--- src/rtl/mips_run_ctrl_pkg.sv ---
// Shared encodings for the MIPS run-control block: FSM state codes and halt causes.
// The numeric values are visible to debug software through the state/halt_cause outputs.
package mips_run_ctrl_pkg;

  typedef enum logic [2:0] {
    ST_IDLE  = 3'd0,
    ST_RESET = 3'd1,
    ST_RUN   = 3'd2,
    ST_PAUSE = 3'd3,
    ST_HALT  = 3'd4
  } run_state_t;

  typedef enum logic [1:0] {
    CAUSE_NONE  = 2'd0,
    CAUSE_BP    = 2'd1,
    CAUSE_LIMIT = 2'd2,
    CAUSE_ABORT = 2'd3
  } halt_cause_t;

  // Priority: abort > breakpoint > limit; the limit is the only remaining stop source.
  function automatic halt_cause_t pick_cause(input logic abort, input logic bp_any);
    if (abort)       return CAUSE_ABORT;
    else if (bp_any) return CAUSE_BP;
    else             return CAUSE_LIMIT;
  endfunction

endpackage

--- src/rtl/mips_bp_match.sv ---
// Combinational breakpoint comparator array: one enabled equality compare per entry.
module mips_bp_match #(
  parameter int PC_W = 32,
  parameter int N_BP = 2
) (
  input  logic [N_BP*PC_W-1:0] bp_addr,
  input  logic [N_BP-1:0]      bp_en,
  input  logic [PC_W-1:0]      pc,
  output logic [N_BP-1:0]      hit,
  output logic                 any_hit
);

  always_comb begin
    hit = '0;
    for (int unsigned i = 0; i < N_BP; i++) begin
      hit[i] = bp_en[i] && (bp_addr[i*PC_W +: PC_W] == pc);
    end
  end

  assign any_hit = |hit;

endmodule

--- src/rtl/mips_run_ctrl.sv ---
// Run control for a MIPS core: reset sequencing, free-run / single-step execution,
// breakpoint and cycle-budget halting, with halt cause reporting.
module mips_run_ctrl
  import mips_run_ctrl_pkg::*;
#(
  parameter int PC_W       = 32,
  parameter int N_BP       = 2,
  parameter int CYC_W      = 16,
  parameter int RST_CYCLES = 1
) (
  input  logic                 clk,
  input  logic                 rst,
  input  logic                 start,
  input  logic                 single_step,
  input  logic                 step,
  input  logic                 resume,
  input  logic                 abort,
  input  logic [CYC_W-1:0]     cycle_limit,
  input  logic [N_BP*PC_W-1:0] bp_addr,
  input  logic [N_BP-1:0]      bp_en,
  input  logic [PC_W-1:0]      pc_current,
  output logic                 core_rst,
  output logic                 core_en,
  output logic [2:0]           state,
  output logic [CYC_W-1:0]     cycles,
  output logic [1:0]           halt_cause,
  output logic [N_BP-1:0]      bp_hit,
  output logic                 done
);

  localparam int RC_W = $clog2(RST_CYCLES + 1);
  localparam logic [RC_W-1:0] RC_LAST = RC_W'(RST_CYCLES - 1);

  run_state_t        state_q, state_d;
  halt_cause_t       cause_q;
  logic              ss_q;
  logic [CYC_W-1:0]  limit_q;
  logic [CYC_W-1:0]  cyc_q;
  logic [RC_W-1:0]   rc_q;
  logic [N_BP-1:0]   hit_q;
  logic              done_q;

  logic [N_BP-1:0]   hit_now;
  logic              bp_any;
  logic              lim_hit;
  logic              stop_now;
  logic              accept_start;
  logic              halt_entry;

  mips_bp_match #(
    .PC_W (PC_W),
    .N_BP (N_BP)
  ) u_bp_match (
    .bp_addr (bp_addr),
    .bp_en   (bp_en),
    .pc      (pc_current),
    .hit     (hit_now),
    .any_hit (bp_any)
  );

  assign lim_hit      = (limit_q != '0) && (cyc_q == limit_q);
  assign stop_now     = abort | bp_any | lim_hit;
  assign accept_start = start && (state_q == ST_IDLE || state_q == ST_HALT);
  assign halt_entry   = (state_d == ST_HALT) && (state_q != ST_HALT);

  always_comb begin
    state_d = state_q;
    core_en = 1'b0;
    case (state_q)
      ST_IDLE, ST_HALT: if (start) state_d = ST_RESET;
      ST_RESET: begin
        if (abort)               state_d = ST_HALT;
        else if (rc_q == RC_LAST) state_d = ss_q ? ST_PAUSE : ST_RUN;
      end
      ST_RUN: begin
        core_en = ~stop_now;
        if (stop_now) state_d = ST_HALT;
      end
      ST_PAUSE: begin
        core_en = step & ~stop_now;
        // step wins over resume: the stepped cycle happens here, RUN starts next cycle
        if (abort)                 state_d = ST_HALT;
        else if (step && stop_now) state_d = ST_HALT;
        else if (resume)           state_d = ST_RUN;
      end
      default: state_d = ST_IDLE;
    endcase
    if (rst) core_en = 1'b0;
  end

  always_ff @(posedge clk) begin
    if (rst) begin
      state_q <= ST_IDLE;
      cause_q <= CAUSE_NONE;
      ss_q    <= 1'b0;
      limit_q <= '0;
      cyc_q   <= '0;
      rc_q    <= '0;
      hit_q   <= '0;
      done_q  <= 1'b0;
    end else begin
      state_q <= state_d;
      done_q  <= halt_entry;
      if (state_q == ST_RESET) rc_q <= rc_q + 1'b1;
      else                     rc_q <= '0;
      if (accept_start) begin
        cyc_q   <= '0;
        cause_q <= CAUSE_NONE;
        hit_q   <= '0;
        ss_q    <= single_step;
        limit_q <= cycle_limit;
      end else if (core_en && cyc_q != '1) begin
        cyc_q <= cyc_q + 1'b1;
      end
      if (halt_entry) begin
        cause_q <= pick_cause(abort, bp_any);
        hit_q   <= hit_now;
      end
    end
  end

  assign core_rst   = rst | (state_q == ST_RESET);
  assign state      = state_q;
  assign cycles     = cyc_q;
  assign halt_cause = cause_q;
  assign bp_hit     = hit_q;
  assign done       = done_q;

endmodule
--- config.mk ---
export PLATFORM = sky130hd
export DESIGN_NAME = mips_run_ctrl
export DESIGN_NICKNAME = d
export VERILOG_FILES = /design/src/rtl/mips_run_ctrl_pkg.sv /design/src/rtl/mips_bp_match.sv /design/src/rtl/mips_run_ctrl.sv
export SDC_FILE = /design/constraint.sdc
export NUM_CORES = 1
export LEC_CHECK = 0
export CAP_MARGIN = 20
export CORE_MARGIN = 5
export CORE_UTILIZATION = 35
export DETAILED_ROUTE_END_ITERATION = 8
export PLACE_DENSITY = 0.71
export SYNTH_ARGS = -nofsm -noshare
export SYNTH_HDL_FRONTEND = slang
export SYNTH_SLANG_ARGS = --single-unit
--- constraint.sdc ---
create_clock -name clk -period 2.6 [get_ports clk]
set_input_delay 0.26 -clock clk [delete_from_list [all_inputs] [get_ports clk]]
set_output_delay 0.26 -clock clk [all_outputs]
set_load 0.01 [all_outputs]
=== Word-level counts from Yosys, hierarchy flattened ===
Cells that the tools add are included.

* Add/sub/neg operators: 2
* Equality and inequality tests: 10
* Mux-type cells: 16
* Bitwise logic cells: 6
* Reductions and logical operators: 15

{| class="wikitable"
|+ Operator list
! cell !! number
|-
| 32-bit equality test || 2
|-
| 3-bit two-way mux || 7
|-
| 16-bit by 1-bit adder with 16-bit output (second input constant) || 1
|-
| 16-bit equality test || 1
|-
| 16-bit inequality test (second input constant) || 1
|-
| 16-bit nonzero test || 1
|-
| 3-bit one-hot mux with 4 select lines || 1
|-
| 2-bit two-way mux || 5
|-
| 2-bit OR reduction || 4
|-
| 1-bit logical AND || 7
|-
| 3-bit by 2-bit equality test with 1-bit output (second input constant) || 2
|-
| 3-bit equality test (second input constant) || 2
|-
| 3-bit by 1-bit equality test with 1-bit output (second input constant) || 1
|-
| 3-bit zero test || 1
|-
| 3-bit inequality test (second input constant) || 1
|-
| 1-bit OR || 3
|-
| 1-bit two-way mux || 2
|-
| 1-bit inverter || 2
|-
| 1-bit one-hot mux with 2 select lines || 1
|-
| 2-bit nonzero test || 1
|-
| 1-bit adder (second input constant) || 1
|-
| 1-bit bitwise AND || 1
|-
| 1-bit logical OR || 1
|}

* Flip-flop bits (word level): 42
* Input port bits: 121
* Output and inout port bits: 26
* Word-level logic and storage cells: 57

=== Depth between registers and ports, before layout ===
Gate-level depths: netlist of run 1.

* Depth after elaboration: 12
* Depth in mapped cells: 10
* Depth with buffers taken out: 7

=== Modules after synthesis ===
Synthesis of run 1 repeated with hierarchy kept, for this count alone.

* Cell total of the unflattened synthesis: 364
* Area total of the unflattened synthesis: 2934.1 sq um

{| class="wikitable"
|+ Modules (own cells, without submodules)
! module !! instances !! cells each !! area each (sq um) !! sequential area each (sq um)
|-
| mips_run_ctrl || 1 || 275 || 2214.6 || 840.8
|-
| mips_bp_match || 1 || 89 || 719.4 || 0.0
|}

=== Worst setup path before layout of run 1 ===
No wires, ideal clock.

* Path type: register to register
* From: register limit_q[11]
* To: register cyc_q[10], in the netlist cycles[10]
* Library setup time: 0.070 ns
* Arrival: 2.065 ns
* Required time: 2.530 ns
* Path slack: 0.465 ns
* Stages on the path, launching flop included: 8
* Buffers on the path: 1
* Path through: dfxtp_1 -> nor4_1 -> nand4_1 -> a31o_1 -> or3_4 -> buf_6 -> or4_1 -> a21oi_1

* Word-level cells in the longest chain between the ends: 8

{| class="wikitable"
|+ Ends and longest elaborated chain
! what !! RTL line !! text
|-
| start: declaration || mips_run_ctrl.sv:37 || <nowiki>logic [CYC_W-1:0] limit_q;</nowiki>
|-
| start signal: assignment || mips_run_ctrl.sv:111 || <nowiki>limit_q <= cycle_limit;</nowiki>
|-
| 16-bit equality test or 16-bit nonzero test (tied branches) || mips_run_ctrl.sv:61 || <nowiki>assign lim_hit = (limit_q != '0) && (cyc_q == limit_q);</nowiki>
|-
| 1-bit logical AND (*) || mips_run_ctrl.sv:61 ||
|-
| 1-bit OR (*) || mips_run_ctrl.sv:62 || <nowiki>assign stop_now = abort | bp_any | lim_hit;</nowiki>
|-
| 1-bit inverter (*) || mips_run_ctrl.sv:76, mips_run_ctrl.sv:80 ||
|-
| 1-bit bitwise AND || mips_run_ctrl.sv:80 || <nowiki>core_en = step & ~stop_now;</nowiki>
|-
| 1-bit one-hot mux with 2 select lines (*) || mips_run_ctrl.sv:69 || <nowiki>case (state_q)</nowiki>
|-
| 1-bit two-way mux (*) || mips_run_ctrl.sv:88 || <nowiki>if (rst) core_en = 1'b0;</nowiki>
|-
| 1-bit logical AND (*) || mips_run_ctrl.sv:112 || <nowiki>end else if (core_en && cyc_q != '1) begin</nowiki>
|-
| end signal: assignment || mips_run_ctrl.sv:113 || <nowiki>cyc_q <= cyc_q + 1'b1;</nowiki>
|-
| end: declaration || mips_run_ctrl.sv:38 || <nowiki>logic [CYC_W-1:0] cyc_q;</nowiki>
|}

Mark *: on every way between the ends. The rest lies on a longest branch, timed or not.
A chain may end at the register's enable or synchronous reset.

=== Worst setup path in the final report of run 1 ===
* From: input port pc_current[22]
* To: output port core_en

* Word-level cells in the longest chain between the ends: 9

{| class="wikitable"
|+ Ends and longest elaborated chain
! what !! RTL line !! text
|-
| start: declaration || mips_run_ctrl.sv:21 || <nowiki>input logic [PC_W-1:0] pc_current,</nowiki>
|-
| 32-bit equality test || mips_bp_match.sv:16 || <nowiki>hit[i] = bp_en[i] && (bp_addr[i*PC_W +: PC_W] == pc);</nowiki>
|-
| 1-bit logical AND || mips_bp_match.sv:16 ||
|-
| 2-bit OR reduction (*) || mips_bp_match.sv:20 || <nowiki>assign any_hit = |hit;</nowiki>
|-
| 1-bit OR (*) (2 in series) || mips_run_ctrl.sv:62 ||
|-
| 1-bit inverter (*) || mips_run_ctrl.sv:76, mips_run_ctrl.sv:80 ||
|-
| 1-bit bitwise AND || mips_run_ctrl.sv:80 ||
|-
| 1-bit one-hot mux with 2 select lines (*) || mips_run_ctrl.sv:69 ||
|-
| 1-bit two-way mux (*) || mips_run_ctrl.sv:88 ||
|-
| end: declaration || mips_run_ctrl.sv:23 || <nowiki>output logic core_en,</nowiki>
|}

Marks and branches as above.

==> results of run 1 <==
[flip-flops by register name (all words and copies together), names as in the netlist]
| register | flops |
|---|---|
| done | 1 |
| bp_hit | 2 |
| cycles | 16 |
| halt_cause | 2 |
| rc_q | 1 |
| limit_q | 16 |
| state | 3 |
| ss_q | 1 |
[path summary, 6_finish.rpt]
check / startpoint / to
hold reg to reg: rc_q$_SDFF_PP0_ / rc_q$_SDFF_PP0_
hold / removal: rc_q$_SDFF_PP0_ / rc_q$_SDFF_PP0_
setup / recovery: pc_current[22] / core_en
setup reg to reg: limit_q[11]$_SDFFE_PP0P_ / cycles[13]$_SDFFE_PP0P_
[where the power goes]
group / leakage [nW] / total [W] / switching (W) / internal [W]
sequential: 0.342 / 0.000691 / 0.0000244 / 0.000667
combinational: 1.29 / 0.000488 / 0.000200 / 0.000288
clock: 0.0585 / 0.000528 / 0.000240 / 0.000288
[logic make-up after synthesis]
| kind of cell | count (synthesis) | share of synthesized area |
|---|---|---|
| adders and majority gates | 1 | 0.00446 |
| and+or+nand+nor | 146 | 0.264 |
| muxes | 4 | 0.0143 |
| buffers and inverters | 21 | 0.0330 |
| xor gates and xnor gates | 80 | 0.250 |
| AOI/OAI and AO/OA | 63 | 0.134 |
| DFF | 42 | 0.300 |
[critical path, cell delays in order]
cell,delay [ns]
clkdlybuf4s50_1,0.45
xor2_1,0.18
nor4_1,0.27
buf_4,0.15
nand3_1,0.10
nor3_2,0.19
buf_4,0.15
nor3_2,0.05
and2_1,0.17
dlygate4sd2_1,0.28
[cells in the final DEF (no fill, tap or decap), drive strengths merged, types with 2 or more instances in the layout]
master and n:
dfxtp 42, inv 6, o211ai 2, and2 2, nor3 17, nor4 19
nand4 9, clkdlybuf4s50 141, nor2 14, a22oi 2, xnor2 18, nand3 12
and3 4, a21oi 33, buf 25, o21ai 9, or4 8, nand2b 3
or3 5, mux2i 4, o31ai 8, xor2 62, dlymetal6s2s 4, nand2 49
clkbuf 5
[cells in the mapped netlist, types with 2 or more instances]
library cell / n
a22oi_1: 2
and2_1: 2
or3_1: 4
nor3_1: 17
and3_1: 4
a21oi_1: 33
or4_1: 8
nand4_1: 9
o211ai_1: 2
inv_1: 5
o31ai_1: 8
dfxtp_1: 42
nor2_1: 14
nand3_1: 12
xnor2_1: 18
mux2i_1: 4
nand2b_1: 3
clkbuf_1: 9
nor4_1: 19
o21ai_0: 8
nand2_1: 49
buf_2: 5
xor2_1: 62
[metal layers]
metal / up-vias / global-route usage
li1: 1599 / -
met1: 1417 / 0.190
met2: 129 / 0.364
met3: 17 / 0.0771
met4: 0 / 0.0672
met5: - / 0
[repair_timing]
action	4_1_cts	5_1_grt
endpoints found under the setup margin	1	7
setup buffers	0	1
pin swaps	1	4
gates resized for setup	7	7
[cell type report]
| cell class | instances | share of cell area |
|---|---|---|
| multi-input cells | 294 | 0.411 |
| repair buffers | 171 | 0.354 |
| flip-flops and latches | 42 | 0.180 |
| well taps | 102 | 0.0273 |
| clock buffers | 5 | 0.0147 |
| clock inverters | 3 | 0.00936 |
| inverters | 5 | 0.00401 |
[per-stage QoR]
step	area [um2]	hold slack [ns]
floorplan	2810	0.396
global placement	4500	0.448
detailed placement	4500	0.457
CTS	4640	0.471
global route	4680	0.505
finish	4680	0.467
==> flow_metrics.py, run 1 <==
metrics = {
    "clocking": {
        "clockBufferDepth": 2,
        "cts_root_buf": "clkbuf_8",
        "cts.sinks": 42,
        "htree_levels": 2,
        "clock_latency_ns": 0.30,
        "cts_tree": "yes",
        "cts_buffers": 5,
        "holdBufCountCts": 0,
        "cts.reportedPaths.clkPinSlew_ns": 0.08,
    },
    "layout": {
        "stdcell_count": 622,
        "drive_above_1_share": 0.0846,
        "fin_util": 0.603,
        "antenna_cells": 0,
        "final_nets": 641,
        "final-seq-area_um2": 841,
        "num-fill-cells": 694,
        "area_growth_pct": 66.9,
        "multi_input_area_um2": 1920,
    },
    "place": {
        "place_congestion": 0.910,
        "placedCellCount": 613,
        "dpl.hpwl_um": 8210,
        "io_buffers": 146,
        "dp_slack_ns": -0.233,
    },
    "hold_path": {
        "whs_path_depth": 1,
        "hp-class": "flip-flop to flip-flop",
    },
    "yosys": {
        "syn-instance-count": 357,
        "synth_seq_cells": 42,
        "synthFlopType": "dfxtp_1",
        "synth_edf_count": 0,
        "ys_types": 41,
        "seq_area_frac_synth": 0.300,
        "avgSynthCellArea_um2": 7.86,
        "syn_nets": 479,
        "netlist_area_um2": 2810,
        "yosys.area.top_type": "dfxtp_1",
        "synth_top_area_frac": 0.300,
        "yosys_warnings": 0,
        "yosys-top-cells-area": "dfxtp_1 30%, xor2_1 19%, nand2_1 6.6%",
        "async_reset_ff_frac": 0,
    },
    "sta": {
        "fin_tns_setup_ns": 0,
        "finClkSkew_ns": 0.0110,
        "timing.fmax_mhz": 400,
        "period_share": 0.961,
        "slew_viol_final": 0,
        "finalHoldViolations": 0,
        "max_slew_margin": 0.676,
        "setup_slack_ns": 0.102,
        "tightest_slew_ns": 0.487,
        "rsz0062_at_grt": "false",
        "fin_crit_ns": 2.50,
        "setup_viol": 0,
    },
    "die": {
        "core_area_um2": 7770,
        "fp.dieW_um": 99.5,
        "ios": 147,
        "die_height_um": 99.5,
        "die_area_um2": 9910,
        "num_rows": 32,
        "initial_utilization": 0.361,
    },
    "power": {
        "vdd_drop_max_mv": 0.213,
        "p_total_w": 0.00171,
        "leakagePower_nw": 1.69,
        "p_per_area_nw_per_um2": 365,
    },
    "global_route": {
        "grt_max_degree": 30,
        "grt_antenna_before_repair": 0,
        "grt_pass1_wl_um": 15400,
        "grt_usage": 0.193,
        "grt_remaining_overflow": 0,
        "grt_pass1_vias": 3348,
    },
    "run": {
        "cap_violations": 0,
    },
    "worst_setup_path": {
        "required_ns": 2.34,
        "reg2reg_setup_slack_ns": 0.14,
        "cp_data_arrival_time_ns": 2.24,
        "r2r_cells": 6,
        "crit_fanout": 4,
        "path_class": "primary input to output pin",
        "end_kind": "output pin",
        "critPathLaunchType": "primary input",
    },
    "detailed_routing": {
        "ant_nets": 0,
        "wl_per_cell_um": 15.5,
        "vias": 3162,
        "drt-pass1-iter-count": 4,
        "met2WireLength_um": 5000,
        "wl_met1_um": 3430,
        "viasPerCell": 5.08,
        "wl_met3_um": 965,
        "dr.max_layer_used": "met4",
        "post-route-drc-count": 0,
        "drt-total-wl_um": 9650,
        "drt_iter0_drc": 126,
    },
    "status": {
        "status": "completed",
    },
}
Power figures use the tool's default switching activity.
==> run 2: changes to the inputs <==
==> constraint.sdc (replaced) <==
create_clock -name clk -period 3 [get_ports clk]
set_input_delay 0.3 -clock clk [delete_from_list [all_inputs] [get_ports clk]]
set_output_delay 0.3 -clock clk [all_outputs]
set_load 0.01 [all_outputs]
==> run 2 against run 1 <==
Register-to-register slack improved by 0.45 ns. Wire length decreased by 3.2%. Via count decreased by 0.60%. Setup slack improved by 0.030 ns. Count of clock-buffer cells in the layout unchanged. Utilization decreased by 2.5 points. Global-route usage decreased by 0.46 points. Sequential power decreased by 13%. Hold slack about the same. Clock power decreased by 26%. Combinational power decreased by 18%. Largest cell class unchanged. Highest routed layer unchanged.
==> flow_metrics.py, run 2 (same netlist as run 1, synthesis figures left out) <==
metrics = {
    "die": {
        "num_rows": 32,
        "initial_utilization": 0.361,
        "die_height_um": 99.5,
        "fp.dieW_um": 99.5,
        "die_area_um2": 9910,
        "core_area_um2": 7770,
        "ios": 147,
    },
    "layout": {
        "final_nets": 624,
        "multi_input_area_um2": 1880,
        "fin_util": 0.578,
        "drive_above_1_share": 0.0398,
        "num-fill-cells": 735,
        "final-seq-area_um2": 841,
        "design_area_um2": 4490,
        "area_growth_pct": 60.0,
        "final_common_cell": "clkdlybuf4s50_1",
        "final_cell_mix": "146 x clkdlybuf4s50_1, 62 x xor2_1, 49 x nand2_1, 42 x dfxtp_1, 33 x a21oi_1",
    },
    "global_route": {
        "grt_remaining_overflow": 0,
        "grt_pass1_vias": 3223,
        "grt_max_degree": 30,
        "grt_usage": 0.189,
        "grt_pass1_wl_um": 15200,
        "grt_antenna_before_repair": 2,
    },
    "worst_setup_path": {
        "r2r-start": "limit_q[3]$_SDFFE_PP0P_",
        "cp_data_arrival_time_ns": 2.57,
        "crit_fanout": 5,
        "critPathLaunchType": "primary input",
        "r2r-end": "cycles[8]$_SDFFE_PP0P_",
        "reg2reg_setup_slack_ns": 0.59,
        "end_kind": "output pin",
        "r2r_cells": 6,
        "path_class": "primary input to output pin",
        "startpoint": "pc_current[9]",
        "required_ns": 2.70,
    },
    "place": {
        "dpl_cell_area_um2": 4380,
        "dp_slack_ns": 0.0549,
        "place_congestion": 0.898,
        "dpl.hpwl_um": 8050,
        "io_buffers": 146,
    },
    "sta": {
        "finClkSkew_ns": 0.0120,
        "setup_slack_ns": 0.132,
        "slew_viol_final": 0,
        "period_share": 0.956,
        "finalHoldViolations": 0,
        "fin_crit_ns": 2.87,
        "timing.fmax_mhz": 349,
        "rsz0062_at_grt": "false",
        "fin_tns_setup_ns": 0,
        "setup_viol": 0,
        "max_slew_margin": 0.555,
        "tightest_slew_ns": 0.667,
    },
    "clocking": {
        "cts_root_buf": "clkbuf_8",
        "cts.sinks": 42,
        "cts.reportedPaths.clkPinSlew_ns": 0.09,
        "cts_tree": "yes",
        "htree_levels": 2,
        "holdBufCountCts": 0,
        "cts_buffers": 5,
        "clock_latency_ns": 0.31,
        "postCtsResizedCells": 0,
        "cts_setup_buffers": 0,
        "clockBufferDepth": 2,
    },
    "detailed_routing": {
        "drt-total-wl_um": 9340,
        "drt_iter0_drc": 110,
        "viasPerCell": 5.18,
        "post-route-drc-count": 0,
        "wl_per_cell_um": 15.4,
        "drt-pass1-iter-count": 4,
        "ant_nets": 0,
        "vias": 3143,
    },
    "hold_path": {
        "hp-start": "ss_q$_SDFFE_PP0P_",
        "hp-class": "flip-flop to flip-flop",
        "whs_path_depth": 2,
        "hold_path_end": "ss_q$_SDFFE_PP0P_",
    },
    "status": {
        "status": "completed",
    },
    "run": {
        "cap_violations": 0,
    },
    "power": {
        "leakagePower_nw": 1.54,
        "vdd_drop_max_mv": 0.148,
        "p_per_area_nw_per_um2": 309,
    },
}
run 2: stage by stage:
stage | hold WS, ns | power (W) | cells
finish | 0.468 | 0.00139 | 607
global route | 0.488 | 0.00146 | 607
CTS | 0.466 | 0.00140 | 605
detailed placement | 0.452 | 0.00101 | 597
global placement | 0.448 | 0.00101 | 597
floorplan | 0.425 | 0.000780 | 357
run 2: per-layer routing:
metal | vias to the layer above | share of wire | global-route usage
met5 | - | 0 | 0
met4 | 0 | 0.021 | 0.0567
met3 | 11 | 0.095 | 0.0666
met2 | 128 | 0.53 | 0.357
met1 | 1432 | 0.35 | 0.194
li1 | 1572 | - | -
run 2: final cells by class:
| type | instances | area share |
|---|---|---|
| Antenna cell | 2 | 0.00111 |
| Clock buffer | 5 | 0.0153 |
| Clock inverter | 3 | 0.00557 |
| Inverter | 5 | 0.00418 |
| Multi-Input combinational cell | 294 | 0.419 |
| Sequential cell | 42 | 0.187 |
| Tap cell | 102 | 0.0284 |
| Timing Repair Buffer | 154 | 0.339 |
run 2: worst max-delay path, cell delays in order:
cell,delay [ns]
clkdlybuf4s50_1,0.47
xor2_1,0.19
nor4_1,0.27
buf_4,0.16
nand4_1,0.11
nor3_2,0.20
buf_4,0.15
nor3_1,0.06
and2_1,0.17
clkdlybuf4s50_1,0.47
run 2: worst max-delay path by stage:
stage,to,slack [ns]
floorplan,cycles[10]$_SDFFE_PP0P_,0.86
global placement,core_en,0.08
detailed placement,core_en,0.05
CTS,core_en,0.05
global route,core_en,0.02
finish,core_en,0.13
run 2: power breakdown:
| part | switching (W) | internal, W | leakage [nW] |
|---|---|---|---|
| Sequential | 0.0000206 | 0.000578 | 0.342 |
| Clock | 0.000223 | 0.000168 | 0.0448 |
| Combinational | 0.000162 | 0.000235 | 1.16 |
